[src/rtl/contador_pkg.sv]
`default_nettype none
// ============================================================================
//  Module      : contador_pkg
//  Description : Shared constants and helpers for the parametrised counter.
//                MODE_WRAP / MODE_SAT select the SATURATE behaviour;
//                clamp_range() limits a value to an inclusive [lo,hi] range.
//  Revision    : 1.0  initial release
// ============================================================================
package contador_pkg;

    localparam int MODE_WRAP = 0;
    localparam int MODE_SAT  = 1;

    // Wide operands so callers of any supported WIDTH can share one helper;
    // the caller casts the result back to its own width.
    function automatic logic [63:0] clamp_range(
        input logic [63:0] v,
        input logic [63:0] lo,
        input logic [63:0] hi
    );
        logic [63:0] w_res;
        w_res = v;
        if (v < lo) begin
            w_res = lo;
        end else if (v > hi) begin
            w_res = hi;
        end
        return w_res;
    endfunction

endpackage : contador_pkg
`default_nettype wire

[src/rtl/contador_next.sv]
`default_nettype none
// ============================================================================
//  Module      : contador_next
//  Description : Combinational next-count logic. Computes the stepped value
//                of v in WIDTH+1 bits, wraps or clamps at the range bounds and
//                flags a crossed bound.
//  Ports       : v     in  WIDTH  current count
//                up    in  1      step up request (already qualified)
//                down  in  1      step down request (already qualified)
//                nxt   out WIDTH  next count
//                ovf   out 1      up step crossed MAX_VAL
//                unf   out 1      down step crossed MIN_VAL
//  Revision    : 1.0  initial release
// ============================================================================
module contador_next
    import contador_pkg::*;
#(
    parameter int WIDTH    = 8,
    parameter int STEP     = 1,
    parameter int MIN_VAL  = 0,
    parameter int MAX_VAL  = 255,
    parameter int SATURATE = MODE_WRAP
) (
    input  logic [WIDTH-1:0] v,
    input  logic             up,
    input  logic             down,
    output logic [WIDTH-1:0] nxt,
    output logic             ovf,
    output logic             unf
);

    localparam logic [WIDTH:0] c_STEP = (WIDTH+1)'(STEP);
    localparam logic [WIDTH:0] c_MIN  = (WIDTH+1)'(MIN_VAL);
    localparam logic [WIDTH:0] c_MAX  = (WIDTH+1)'(MAX_VAL);
    localparam logic           c_SAT  = (SATURATE == MODE_SAT);

    logic [WIDTH:0] w_v_ext;
    logic [WIDTH:0] w_up_sum;
    logic [WIDTH:0] w_up_wrap;
    logic [WIDTH:0] w_dn_diff;
    logic [WIDTH:0] w_dn_wrap;
    logic           w_dn_fits;

    assign w_v_ext   = {1'b0, v};
    assign w_up_sum  = w_v_ext + c_STEP;
    // Excess beyond MAX_VAL re-enters from MIN_VAL.
    assign w_up_wrap = c_MIN + (w_up_sum - c_MAX - 1'b1);
    assign w_dn_fits = (w_v_ext >= (c_MIN + c_STEP));
    assign w_dn_diff = w_v_ext - c_STEP;
    // Shortfall below MIN_VAL re-enters from MAX_VAL.
    assign w_dn_wrap = c_MAX - (c_MIN + c_STEP - w_v_ext - 1'b1);

    always_comb begin
        nxt = v;
        ovf = 1'b0;
        unf = 1'b0;
        if (up && !down) begin
            if (w_up_sum <= c_MAX) begin
                nxt = WIDTH'(w_up_sum);
            end else begin
                ovf = 1'b1;
                nxt = c_SAT ? WIDTH'(c_MAX) : WIDTH'(w_up_wrap);
            end
        end else if (down && !up) begin
            if (w_dn_fits) begin
                nxt = WIDTH'(w_dn_diff);
            end else begin
                unf = 1'b1;
                nxt = c_SAT ? WIDTH'(c_MIN) : WIDTH'(w_dn_wrap);
            end
        end
    end

endmodule : contador_next
`default_nettype wire

[src/rtl/contador_param.sv]
`default_nettype none
// ============================================================================
//  Module      : contador_param
//  Description : Parametrised up/down counter with wrap or saturate bounds,
//                synchronous load, count enable and registered range/event
//                flags. Load has priority over counting.
//  Ports       : clk       in  1      clock, rising edge
//                rst_n     in  1      asynchronous reset, active low
//                en        in  1      count enable (gates acrescer/decrecer)
//                acrescer  in  1      count up by STEP
//                decrecer  in  1      count down by STEP
//                load      in  1      load load_val (clamped), ignores en
//                load_val  in  WIDTH  value to load
//                saida     out WIDTH  current count
//                at_max    out 1      saida == MAX_VAL
//                at_min    out 1      saida == MIN_VAL
//                overflow  out 1      pulse: up step crossed MAX_VAL
//                underflow out 1      pulse: down step crossed MIN_VAL
//  Revision    : 1.0  initial release
// ============================================================================
module contador_param
    import contador_pkg::*;
#(
    parameter int WIDTH    = 8,
    parameter int RST_VAL  = 'h6A,
    parameter int STEP     = 1,
    parameter int MIN_VAL  = 0,
    parameter int MAX_VAL  = (1 << WIDTH) - 1,
    parameter int SATURATE = MODE_WRAP
) (
    input  logic             clk,
    input  logic             rst_n,
    input  logic             en,
    input  logic             acrescer,
    input  logic             decrecer,
    input  logic             load,
    input  logic [WIDTH-1:0] load_val,
    output logic [WIDTH-1:0] saida,
    output logic             at_max,
    output logic             at_min,
    output logic             overflow,
    output logic             underflow
);

    // ---------------------------------------------------------------- checks
    if (WIDTH < 1 || WIDTH > 30) begin : g_chk_width
        $fatal(1, "contador_param: WIDTH must be in 1..30");
    end
    if (MIN_VAL < 0 || MIN_VAL >= MAX_VAL) begin : g_chk_bounds
        $fatal(1, "contador_param: need 0 <= MIN_VAL < MAX_VAL");
    end
    if (MAX_VAL > (1 << WIDTH) - 1) begin : g_chk_max
        $fatal(1, "contador_param: MAX_VAL does not fit in WIDTH bits");
    end
    if (RST_VAL < MIN_VAL || RST_VAL > MAX_VAL) begin : g_chk_rst
        $fatal(1, "contador_param: RST_VAL outside [MIN_VAL,MAX_VAL]");
    end
    if (STEP < 1 || STEP > MAX_VAL - MIN_VAL) begin : g_chk_step
        $fatal(1, "contador_param: STEP outside [1,MAX_VAL-MIN_VAL]");
    end

    localparam logic [WIDTH-1:0] c_RST        = WIDTH'(RST_VAL);
    localparam logic [WIDTH-1:0] c_MIN        = WIDTH'(MIN_VAL);
    localparam logic [WIDTH-1:0] c_MAX        = WIDTH'(MAX_VAL);
    localparam logic             c_RST_AT_MAX = (RST_VAL == MAX_VAL);
    localparam logic             c_RST_AT_MIN = (RST_VAL == MIN_VAL);

    logic [WIDTH-1:0] r_saida;
    logic             r_at_max;
    logic             r_at_min;
    logic             r_ovf;
    logic             r_unf;

    logic             w_up;
    logic             w_down;
    logic [WIDTH-1:0] w_cnt_next;
    logic             w_ovf;
    logic             w_unf;
    logic [WIDTH-1:0] w_load_c;
    logic [WIDTH-1:0] w_next;

    assign w_up   = en & acrescer & ~decrecer;
    assign w_down = en & decrecer & ~acrescer;

    contador_next #(
        .WIDTH    (WIDTH),
        .STEP     (STEP),
        .MIN_VAL  (MIN_VAL),
        .MAX_VAL  (MAX_VAL),
        .SATURATE (SATURATE)
    ) u_next (
        .v    (r_saida),
        .up   (w_up),
        .down (w_down),
        .nxt  (w_cnt_next),
        .ovf  (w_ovf),
        .unf  (w_unf)
    );

    assign w_load_c = WIDTH'(clamp_range(64'(load_val), 64'(MIN_VAL), 64'(MAX_VAL)));
    assign w_next   = load ? w_load_c : w_cnt_next;

    // Flags come from the next-state value so they line up with saida.
    always_ff @(posedge clk or negedge rst_n) begin
        if (!rst_n) begin
            r_saida  <= c_RST;
            r_at_max <= c_RST_AT_MAX;
            r_at_min <= c_RST_AT_MIN;
            r_ovf    <= 1'b0;
            r_unf    <= 1'b0;
        end else begin
            r_saida  <= w_next;
            r_at_max <= (w_next == c_MAX);
            r_at_min <= (w_next == c_MIN);
            r_ovf    <= w_ovf & ~load;
            r_unf    <= w_unf & ~load;
        end
    end

    assign saida     = r_saida;
    assign at_max    = r_at_max;
    assign at_min    = r_at_min;
    assign overflow  = r_ovf;
    assign underflow = r_unf;

endmodule : contador_param
`default_nettype wire

[config.mk]
export PLATFORM = sky130hd
export DESIGN_NAME = contador_param
export DESIGN_NICKNAME = d
export VERILOG_FILES = /design/src/rtl/contador_pkg.sv /design/src/rtl/contador_next.sv /design/src/rtl/contador_param.sv
export SDC_FILE = /design/constraint.sdc
export NUM_CORES = 1
export LEC_CHECK = 0
export ABC_AREA = 1
export CAP_MARGIN = 20
export CORE_MARGIN = 2
export CORE_UTILIZATION = 48
export CTS_CLUSTER_DIAMETER = 200
export DETAILED_ROUTE_END_ITERATION = 7
export GPL_TIMING_DRIVEN = 0
export PLACE_DENSITY = 0.79
export SLEW_MARGIN = 20
export SYNTH_ARGS = -nofsm -noshare
export SYNTH_HDL_FRONTEND = slang
export SYNTH_SLANG_ARGS = --single-unit
[constraint.sdc]
create_clock -name clk -period 1.7 [get_ports clk]
set_input_delay 0.17 -clock clk [delete_from_list [all_inputs] [get_ports clk]]
set_output_delay 0.17 -clock clk [all_outputs]
set_load 0.02 [all_outputs]
======== After elaboration in Yosys (flattened, before gate mapping) ========
Index checks and enable logic that the tools add are counted.
W data, S select, Z words.
operators by class
  add/subtract/negate cells ............... 7
  multiply operators ...................... 0
  div/mod/pow operators ................... 0
  magnitude comparators ................... 2
  equal/unequal tests ..................... 1
  shift-type cells ........................ 0
  muxes and demuxes ....................... 10
  bitwise operators ....................... 9
  reduce and logical (&&, ||, !) cells .... 5
operators by type and width
  operator               count
  $mux W8                5
  $sub A8 B1 Y8 const B  3
  $add A8 B1 Y9 const B  1
  $le A9 B8 Y1 const B   1
  $eq A8 B8 Y1 const B   1
  $ge A8 B1 Y1 const B   1
  $logic_not A8 Y1       1
  $sub A1 B8 Y8 const A  1
  $sub A8 B8 Y8 const A  1
  $sub A8 B8 Y8 const B  1
  $and A1 B1 Y1          6
  $mux W1                5
  $not A1 Y1             3
  $logic_and A1 B1 Y1    2
  $logic_not A1 Y1       2
word-level totals
  bits in registers ....................... 12
  latch bits .............................. 0
  memory bits (writable) .................. 0
  bits in read-only memories .............. 0
  input port bits ......................... 14
  output and inout bits ................... 12
  logic and storage cells ................. 39
  memories kept ........................... 0

======== Depth between registers and ports, before layout ========
Gate-level depths: netlist (run 1).
  word-level depth ........................ 8
  gate-level depth with buffers ........... 13
  depth with buffers taken out ............ 13

======== Cells and area by module ========
A second synthesis (run 1) with hierarchy kept.
second synthesis, totals
  cells, all modules ...................... 195
  area total of the unflattened synthesis .. 1154.9 sq um
by module, submodules not included
  module          instances  cells each  area an instance (sq um)  seq. area each (sq um)
  contador_param  1          95          638.1                     305.3
  contador_next   1          100         516.7                     0.0

======== Least setup slack after synthesis (run 1) ========
OpenSTA, ideal clock, no wires.
  path type ............................... flip-flop to flip-flop
  start ................................... register r_saida[0], in the netlist saida[0]
  end ..................................... register r_at_min, in the netlist at_min
  setup time .............................. 0.114 ns
  arrival time ............................ 1.550 ns
  required time ........................... 1.586 ns
  path slack .............................. 0.036 ns
  cell stages (with the launch flop) ...... 12
  path buffers ............................ 0
  path through ............................ dfrtp_1 > inv_1 > ha_1 > nand4_1 > o21ai_0 > nand2_1 > nand2_1 > nand3_1 > nand2_1 > inv_1 > nand2_1 > nor2_2
between the ends
  word-level cells in the longest chain between the ends .. 8
RTL lines
  item                    RTL line               RTL
  start, declared         contador_param.sv:68   logic [WIDTH-1:0] r_saida;
  start signal, assigned  contador_param.sv:106  r_saida <= c_RST;
  start signal, assigned  contador_param.sv:112  r_saida <= w_next;
  $sub A1 B8 Y8           contador_next.sv:51    assign w_dn_wrap = c_MAX - (c_MIN + c_STEP - w_v_ext - 1'b1);
  $sub A8 B1 Y8           contador_next.sv:51
  $sub A8 B8 Y8           contador_next.sv:51
  $mux W8                 contador_next.sv:65    if (w_dn_fits) begin
  $mux W8                 contador_next.sv:64    end else if (down && !up) begin
  $mux W8 (*)             contador_next.sv:57    if (up && !down) begin
  $mux W8 (*)             contador_param.sv:101  assign w_next = load ? w_load_c : w_cnt_next;
  via w_next[4]           contador_param.sv:80   logic [WIDTH-1:0] w_next;
  $logic_not A8 Y1 (*)    contador_param.sv:114  r_at_min <= (w_next == c_MIN);
  end signal, assigned    contador_param.sv:108  r_at_min <= c_RST_AT_MIN;
  end signal, assigned    contador_param.sv:114
  end, declared           contador_param.sv:70   logic r_at_min;
The timed path passes the listed nets; every way through them passes the cells marked *.

======== Worst setup path after layout (run 1) ========
  start ................................... register r_saida[1], in the netlist saida[1]
  end ..................................... register r_at_min, in the netlist at_min
between the ends
  word-level cells in the longest chain between the ends .. 8
RTL lines
  item                  RTL line
  $sub A1 B8 Y8         contador_next.sv:51
  $sub A8 B1 Y8         contador_next.sv:51
  $sub A8 B8 Y8         contador_next.sv:51
  $mux W8               contador_next.sv:65
  $mux W8               contador_next.sv:64
  $mux W8 (*)           contador_next.sv:57
  $mux W8 (*)           contador_param.sv:101
  $logic_not A8 Y1 (*)  contador_param.sv:114
Mark *: on every way between the ends. The rest lies on a longest branch, timed or not.

==> flow_summary.json, run 1 <==
{
  "fmax_ghz": 0.579,
  "relSlewSlack": 0.658,
  "clock-sinks": 12,
  "r2r-end": "at_min",
  "finalWeightedCongestion": 0.881,
  "htree_levels": 1,
  "grt_remaining_overflow": 0,
  "wl_per_cell_um": 13.0,
  "violations": "setup timing",
  "die_h_um": 49.4,
  "clkTransAtPathRegs_ns": 0.07,
  "grt_max_degree": 13,
  "yosysWarnings": 0,
  "place_ws_ns": -0.154,
  "path_delay_family": "flip-flops",
  "critPathSlowestCell": "dfstp_2",
  "fin_crit_ns": 1.73,
  "drv_slew": 0,
  "power_leakage_nw": 0.726,
  "slowest_delay_ns": 0.61,
  "max-cap-violations": 0,
  "syn_area_sq_um": 990,
  "vdd_ir_drop_max_v": 0.000457,
  "final-setup-viol-count": 3,
  "run_status": "complete, but fails checks",
  "reg2reg_depth": 11,
  "syn_inst": 155,
  "clkLatencyLatePin_ns": 0.26,
  "areaGrowthSynthToFinish_pct": 43.9,
  "insertedDiodeCount": 0,
  "finalNonFillerCells": 216,
  "viasPerCell": 5.23,
  "hold_buffers": 0,
  "die_w_um": 49.4,
  "avgSynthCellArea_sq_um": 6.39,
  "setup_ws_ns": -0.0281,
  "r2r_setup_slack_ns": -0.03,
  "io_buffer_count": 25,
  "cp_cell_sequence": "inv_2 > ha_4 > inv_2 > nand2_2 > nand3_2 > nand2_2 > buf_4 > nand4_1 > nor2_1 > nand2_1 > nor2_2",
  "r2r_start": "saida[1]",
  "synthDistinctLibCells": 21,
  "die-area_sq_um": 2440,
  "num_vias": 1129,
  "syn-num-nets": 173,
  "yosysSeqAreaShare": 0.308,
  "hold_class": "input port to async pin",
  "cts_tree": "yes",
  "fillers": 192,
  "dpl.cell_count": 207,
  "placementRows": 16,
  "cp_num_buf_inv": 3,
  "tightest_slew_ns": 0.511,
  "pwr_density_cell_nw_per_um2": 628,
  "coreArea_sq_um": 1960,
  "layout.nets": 209,
  "clockBufferDepth": 2,
  "drt_iter0_drc": 36,
  "antenna_found_initial": 0,
  "cp.arrival_ns": 1.93,
  "path_class": "register to register",
  "wl_um": 2800,
  "skew_ns": 0.000309,
  "ys_seq_elements": 12,
  "start_util": 0.504,
  "numCtsBuffers": 3,
  "dr.pass1.iters": 5,
  "fin_crit_sh": 1.02,
  "antenna_left": 0,
  "pin_count": 26,
  "drive_above_1_share": 0.228,
  "grt_pass1_vias": 1022,
  "critPathCaptureType": "register",
  "worst_setup_path_start_kind": "register",
  "grt_first_pass_wirelength_um": 4460,
  "dp_hpwl_um": 2090,
  "drc_errors": 0,
  "critical_path_depth": 11,
  "grt_use_total": 0.236,
  "cts_root_buf": "clkbuf_4",
  "hold_violations": 0,
  "cp.required_ns": 1.90,
  "critPathMaxFanout": 5,
  "rsz0062_at_grt": "yes"
}
## cell usage after synthesis
cell	n	area share
nand2_1	62	0.24
inv_1	23	0.087
nand3_1	17	0.086
dfrtp_1	8	0.20
nor2_1	8	0.030
a21oi_1	5	0.025
dfstp_2	4	0.11
ha_1	4	0.051
nand4_1	4	0.025
nand2_2	3	0.019
nor2_2	3	0.019
o21ai_0	3	0.015
nand3_2	2	0.020
nand3b_1	2	0.015
a2111oi_0	1	0.0089
a21boi_0	1	0.0076
buf_2	1	0.0051
inv_4	1	0.0063
nand3_4	1	0.018
nor2_4	1	0.011
nor4_1	1	0.0063
## worst max-delay path by stage
| stage | startpoint | endpoint | slack (ns) |
|---|---|---|---|
| 2_1_floorplan | saida[0] | at_min | 0.04 |
| 4_1_cts | saida[1] | at_min | -0.02 |
| 5_1_grt | saida[1] | at_min | -0.16 |
| 3_3_place_gp | saida[0] | at_min | -0.11 |
| 3_5_place_dp | en | at_max | -0.15 |
| 6_report | saida[1] | at_min | -0.03 |
## worst reg2reg max path, cell delays in order, from the launching register on
cell and delay (ns):
dfstp_2 0.61, inv_2 0.08, ha_4 0.28, inv_2 0.04
nand2_2 0.07, nand3_2 0.07, nand2_2 0.09, buf_4 0.10
nand4_1 0.08, nor2_1 0.10, nand2_1 0.07, nor2_2 0.09
## cells by family after synthesis
group | after synthesis | share of synthesized area
AOI/OAI and AO/OA | 10 | 0.0569
adders and majority gates | 4 | 0.0506
buffers and inverters | 25 | 0.0986
DFF | 12 | 0.308
and+or+nand+nor | 104 | 0.485
## repair_timing
action,in CTS,in global routing
pin swaps,5,5
gates cloned,0,0
gates resized for setup,10,16
endpoints found under the setup margin,2,6
buffers inserted,4,2
## power breakdown
part	internal, W	total [W]	switching, W
Sequential	0.000315	0.000358	0.0000428
Clock	0.0000818	0.000167	0.0000852
Combinational	0.000159	0.000369	0.000211
Total	0.000556	0.000894	0.000339
## cell usage in the layout, fill, tap and decap left out, types with 5 or more instances in the layout
cell type         n
nand3_2           5
nor2_1            7
nand3_1          14
nand2_1          56
inv_1            20
nand2_2           9
dfrtp_1           7
clkdlybuf4s50_1  23
buf_4             5
## registers in the layout, indices dropped and copies added, names as in the netlist
signal and flops:
overflow 1, saida 8, at_min 1, at_max 1, underflow 1
## stage by stage
stage               hold WS (ns)  total power (W)  TNS (ns)  instance area, sq um  utilization
floorplan                 -0.126         0.000534         0                   990            -
global placement           0.533         0.000652    -0.194                  1270        0.649
detailed placement         0.542         0.000662    -0.304                  1270        0.649
CTS                        0.253         0.000860   -0.0374                  1350        0.689
global route               0.269         0.000959    -0.381                  1420        0.726
finish                     0.243         0.000894   -0.0501                  1420        0.726
## final cells by class
class,instances,area (sq um),share of cell area
inverters,24,95.1,0.0668
repair buffers,31,304,0.214
plain buffers,1,5.00,0.00351
clock buffers,3,22.5,0.0158
multi-input cells,118,657,0.461
flip-flops and latches,12,307,0.215
well taps,27,33.8,0.0237
## routing by layer
metal / vias up / part of all wire / global-route usage
li1: 561 / - / -
met1: 522 / 0.40 / 0.285
met2: 42 / 0.54 / 0.437
met3: 4 / 0.057 / 0.0276
met4: 0 / 0.0068 / 0.0694
met5: - / 0 / 0
Note: power is estimated with default switching activity, not from simulation.
==> run 2, diff against run 1 <==
--- a/config.mk
+++ b/config.mk
@@ -8,11 +8,11 @@
 export ABC_AREA = 1
 export CAP_MARGIN = 20
 export CORE_MARGIN = 2
-export CORE_UTILIZATION = 48
+export CORE_UTILIZATION = 43
 export CTS_CLUSTER_DIAMETER = 200
 export DETAILED_ROUTE_END_ITERATION = 7
 export GPL_TIMING_DRIVEN = 0
-export PLACE_DENSITY = 0.79
+export PLACE_DENSITY = 0.75
 export SLEW_MARGIN = 20
 export SYNTH_ARGS = -nofsm -noshare
 export SYNTH_HDL_FRONTEND = slang
==> constraint.sdc (replaced) <==
create_clock -name clk -period 1.5 [get_ports clk]
set_input_delay 0.15 -clock clk [delete_from_list [all_inputs] [get_ports clk]]
set_output_delay 0.15 -clock clk [all_outputs]
set_load 0.02 [all_outputs]
==> run 2 against run 1 <==
  * The run still ends with setup timing left
  * Clock skew grew 0.0043 ns
  * Sequential share of layout area is 0.37 points higher
  * Cell area decreased by 1.7%
  * Total power rose by 18%
  * Die area up 11%
  * Sequential power is 13% higher
  * Worst setup slack got worse by 0.21 ns
  * Flip-flop and latch count stayed put
  * Register-to-register slack lost 0.21 ns
  * First-iteration DRC count fell by 36%
  * Largest power group is now registers
==> flow_summary.json, run 2 (synthesized netlist as in run 1, its figures left out) <==
{
  "run_status": "complete, but fails checks",
  "violations": "setup timing",
  "cp_num_buf_inv": 2,
  "drt_iter0_drc": 23,
  "critPathSlowestCell": "dfstp_2",
  "layout_commonest_cell": "nand2_1",
  "worst_setup_path_start_kind": "register",
  "fillers": 196,
  "fin_crit_sh": 1.16,
  "drive_above_1_share": 0.225,
  "finalNonFillerCells": 215,
  "insertedDiodeCount": 0,
  "fmax_ghz": 0.576,
  "vdd_ir_drop_max_v": 0.000607,
  "cp.arrival_ns": 1.96,
  "start_util": 0.452,
  "viasPerCell": 5.18,
  "critPathCaptureType": "register",
  "rsz0062_at_grt": "yes",
  "fin_crit_ns": 1.73,
  "grt_use_total": 0.214,
  "hold_buffers": 0,
  "areaGrowthSynthToFinish_pct": 41.5,
  "dp_hpwl_um": 1980,
  "wl_per_cell_um": 12.1,
  "use_met1": 0.266,
  "slowest_delay_ns": 0.62,
  "antenna_found_initial": 0,
  "clkTransAtPathRegs_ns": 0.07,
  "grt_max_degree": 13,
  "cts_tree": "yes",
  "use_met3": 0.0172,
  "path_delay_family": "simple AND/OR/NAND/NOR gates",
  "placed_area_sq_um": 1310,
  "pwr_density_cell_nw_per_um2": 753,
  "largest_reg_flops": 8,
  "cp_cell_sequence": "inv_2 > ha_4 > inv_2 > nand2_1 > nand2_1 > nand2_1 > nand3_1 > nand2_2 > nand2_2 > nand3_1 > nor2_1 > nand3_1 > nor2_1",
  "cp.required_ns": 1.73,
  "io_buffer_count": 25,
  "drc_errors": 0,
  "finalInstanceArea_sq_um": 1400,
  "num_vias": 1114,
  "die_w_um": 52.0,
  "wl_um": 2590,
  "critPathMaxFanout": 6,
  "final_cell_mix": "nand2_1 (57), inv_1 (18), clkdlybuf4s50_1 (17)",
  "place_ws_ns": -0.318,
  "dr.pass1.iters": 4,
  "path_class": "register to register",
  "layout.nets": 206,
  "hold_class": "input port to async pin",
  "placementRows": 17,
  "die-area_sq_um": 2700,
  "skew_ns": 0.00463,
  "final-setup-viol-count": 4,
  "die_h_um": 52.0,
  "numCtsBuffers": 3,
  "coreArea_sq_um": 2190,
  "setup_ws_ns": -0.235,
  "antenna_left": 0,
  "max-cap-violations": 0,
  "pin_count": 26,
  "hold_violations": 0,
  "cts_root_buf": "clkbuf_4",
  "finalWeightedCongestion": 0.904,
  "drv_slew": 0,
  "clkLatencyLatePin_ns": 0.29,
  "grt_first_pass_wirelength_um": 4230,
  "grt_pass1_vias": 998,
  "grt_util_met2": 0.367,
  "grt_remaining_overflow": 0,
  "htree_levels": 1,
  "clock-sinks": 12,
  "dpl.cell_count": 208,
  "relSlewSlack": 0.663,
  "power_leakage_nw": 0.713,
  "clockBufferDepth": 2,
  "grt-busiest-layer": "met2",
  "tightest_slew_ns": 0.503
}
[run 2: worst register-to-register path: cells and delay by family (launching register included)]
| family | cells | cell delay [ns] |
|---|---|---|
| adder cells (fa/ha/maj) | 1 | 0.17 |
| buffers and inverters | 2 | 0.12 |
| flip-flops | 1 | 0.62 |
| AND/OR/NAND/NOR | 10 | 0.76 |
[run 2: worst paths after layout]
| check | from | end | slack (ns) | cells after the start |
|---|---|---|---|---|
| worst min-delay path | rst_n | underflow | 0.19 | 1 |
| worst max register to register | saida[1] | at_max | -0.23 | 13 |
| worst max-delay path | saida[1] | at_max | -0.23 | 13 |
| worst min register to register | saida[6] | overflow | 0.56 | 2 |
| min in group clk | load_val[1] | saida[1] | 0.43 | 3 |
| max in group asynchronous | rst_n | saida[0] | 0.94 | 1 |
[run 2: layout make-up]
cell class | count | area [sq um] | share of cell area
Buffer | 1 | 5.00 | 0.00357
Multi-Input combinational cell | 118 | 656 | 0.468
Timing Repair Buffer | 28 | 267 | 0.190
Sequential cell | 12 | 307 | 0.219
Tap cell | 28 | 35.0 | 0.0250
Clock buffer | 4 | 36.3 | 0.0259
Inverter | 24 | 95.1 | 0.0679
[run 2: power breakdown]
group	total, W	internal, W	switching [W]
registers	0.000403	0.000357	0.0000462
logic	0.000389	0.000155	0.000234
clock network	0.000262	0.000148	0.000114
total	0.00105	0.000661	0.000394
[run 2: per-layer routing]
metal  routed length, um  part of all wire  vias to the layer above
met2                1360              0.52                       38
met3                 149             0.058                        5
li1                    -                 -                      556
met1                1040              0.40                      515
met4                  47             0.018                        0
met5                   0                 0                        -
[run 2: per-stage QoR]
step	utilization	TNS, ns	hold WS, ns	power [W]
6_report	0.639	-0.574	0.194	0.00105
5_1_grt	0.639	-1.26	0.246	0.00112
4_1_cts	0.613	-0.550	0.216	0.00102
3_5_place_dp	0.596	-1.10	0.523	0.000769
3_3_place_gp	0.596	-0.977	0.517	0.000759
2_1_floorplan	-	-0.177	-0.146	0.000624
[run 2: what timing repair did]
item	4_1_cts	5_1_grt
pin swaps	9	5
setup buffers	1	2
resized for setup	10	16
setup endpoints to repair	11	9
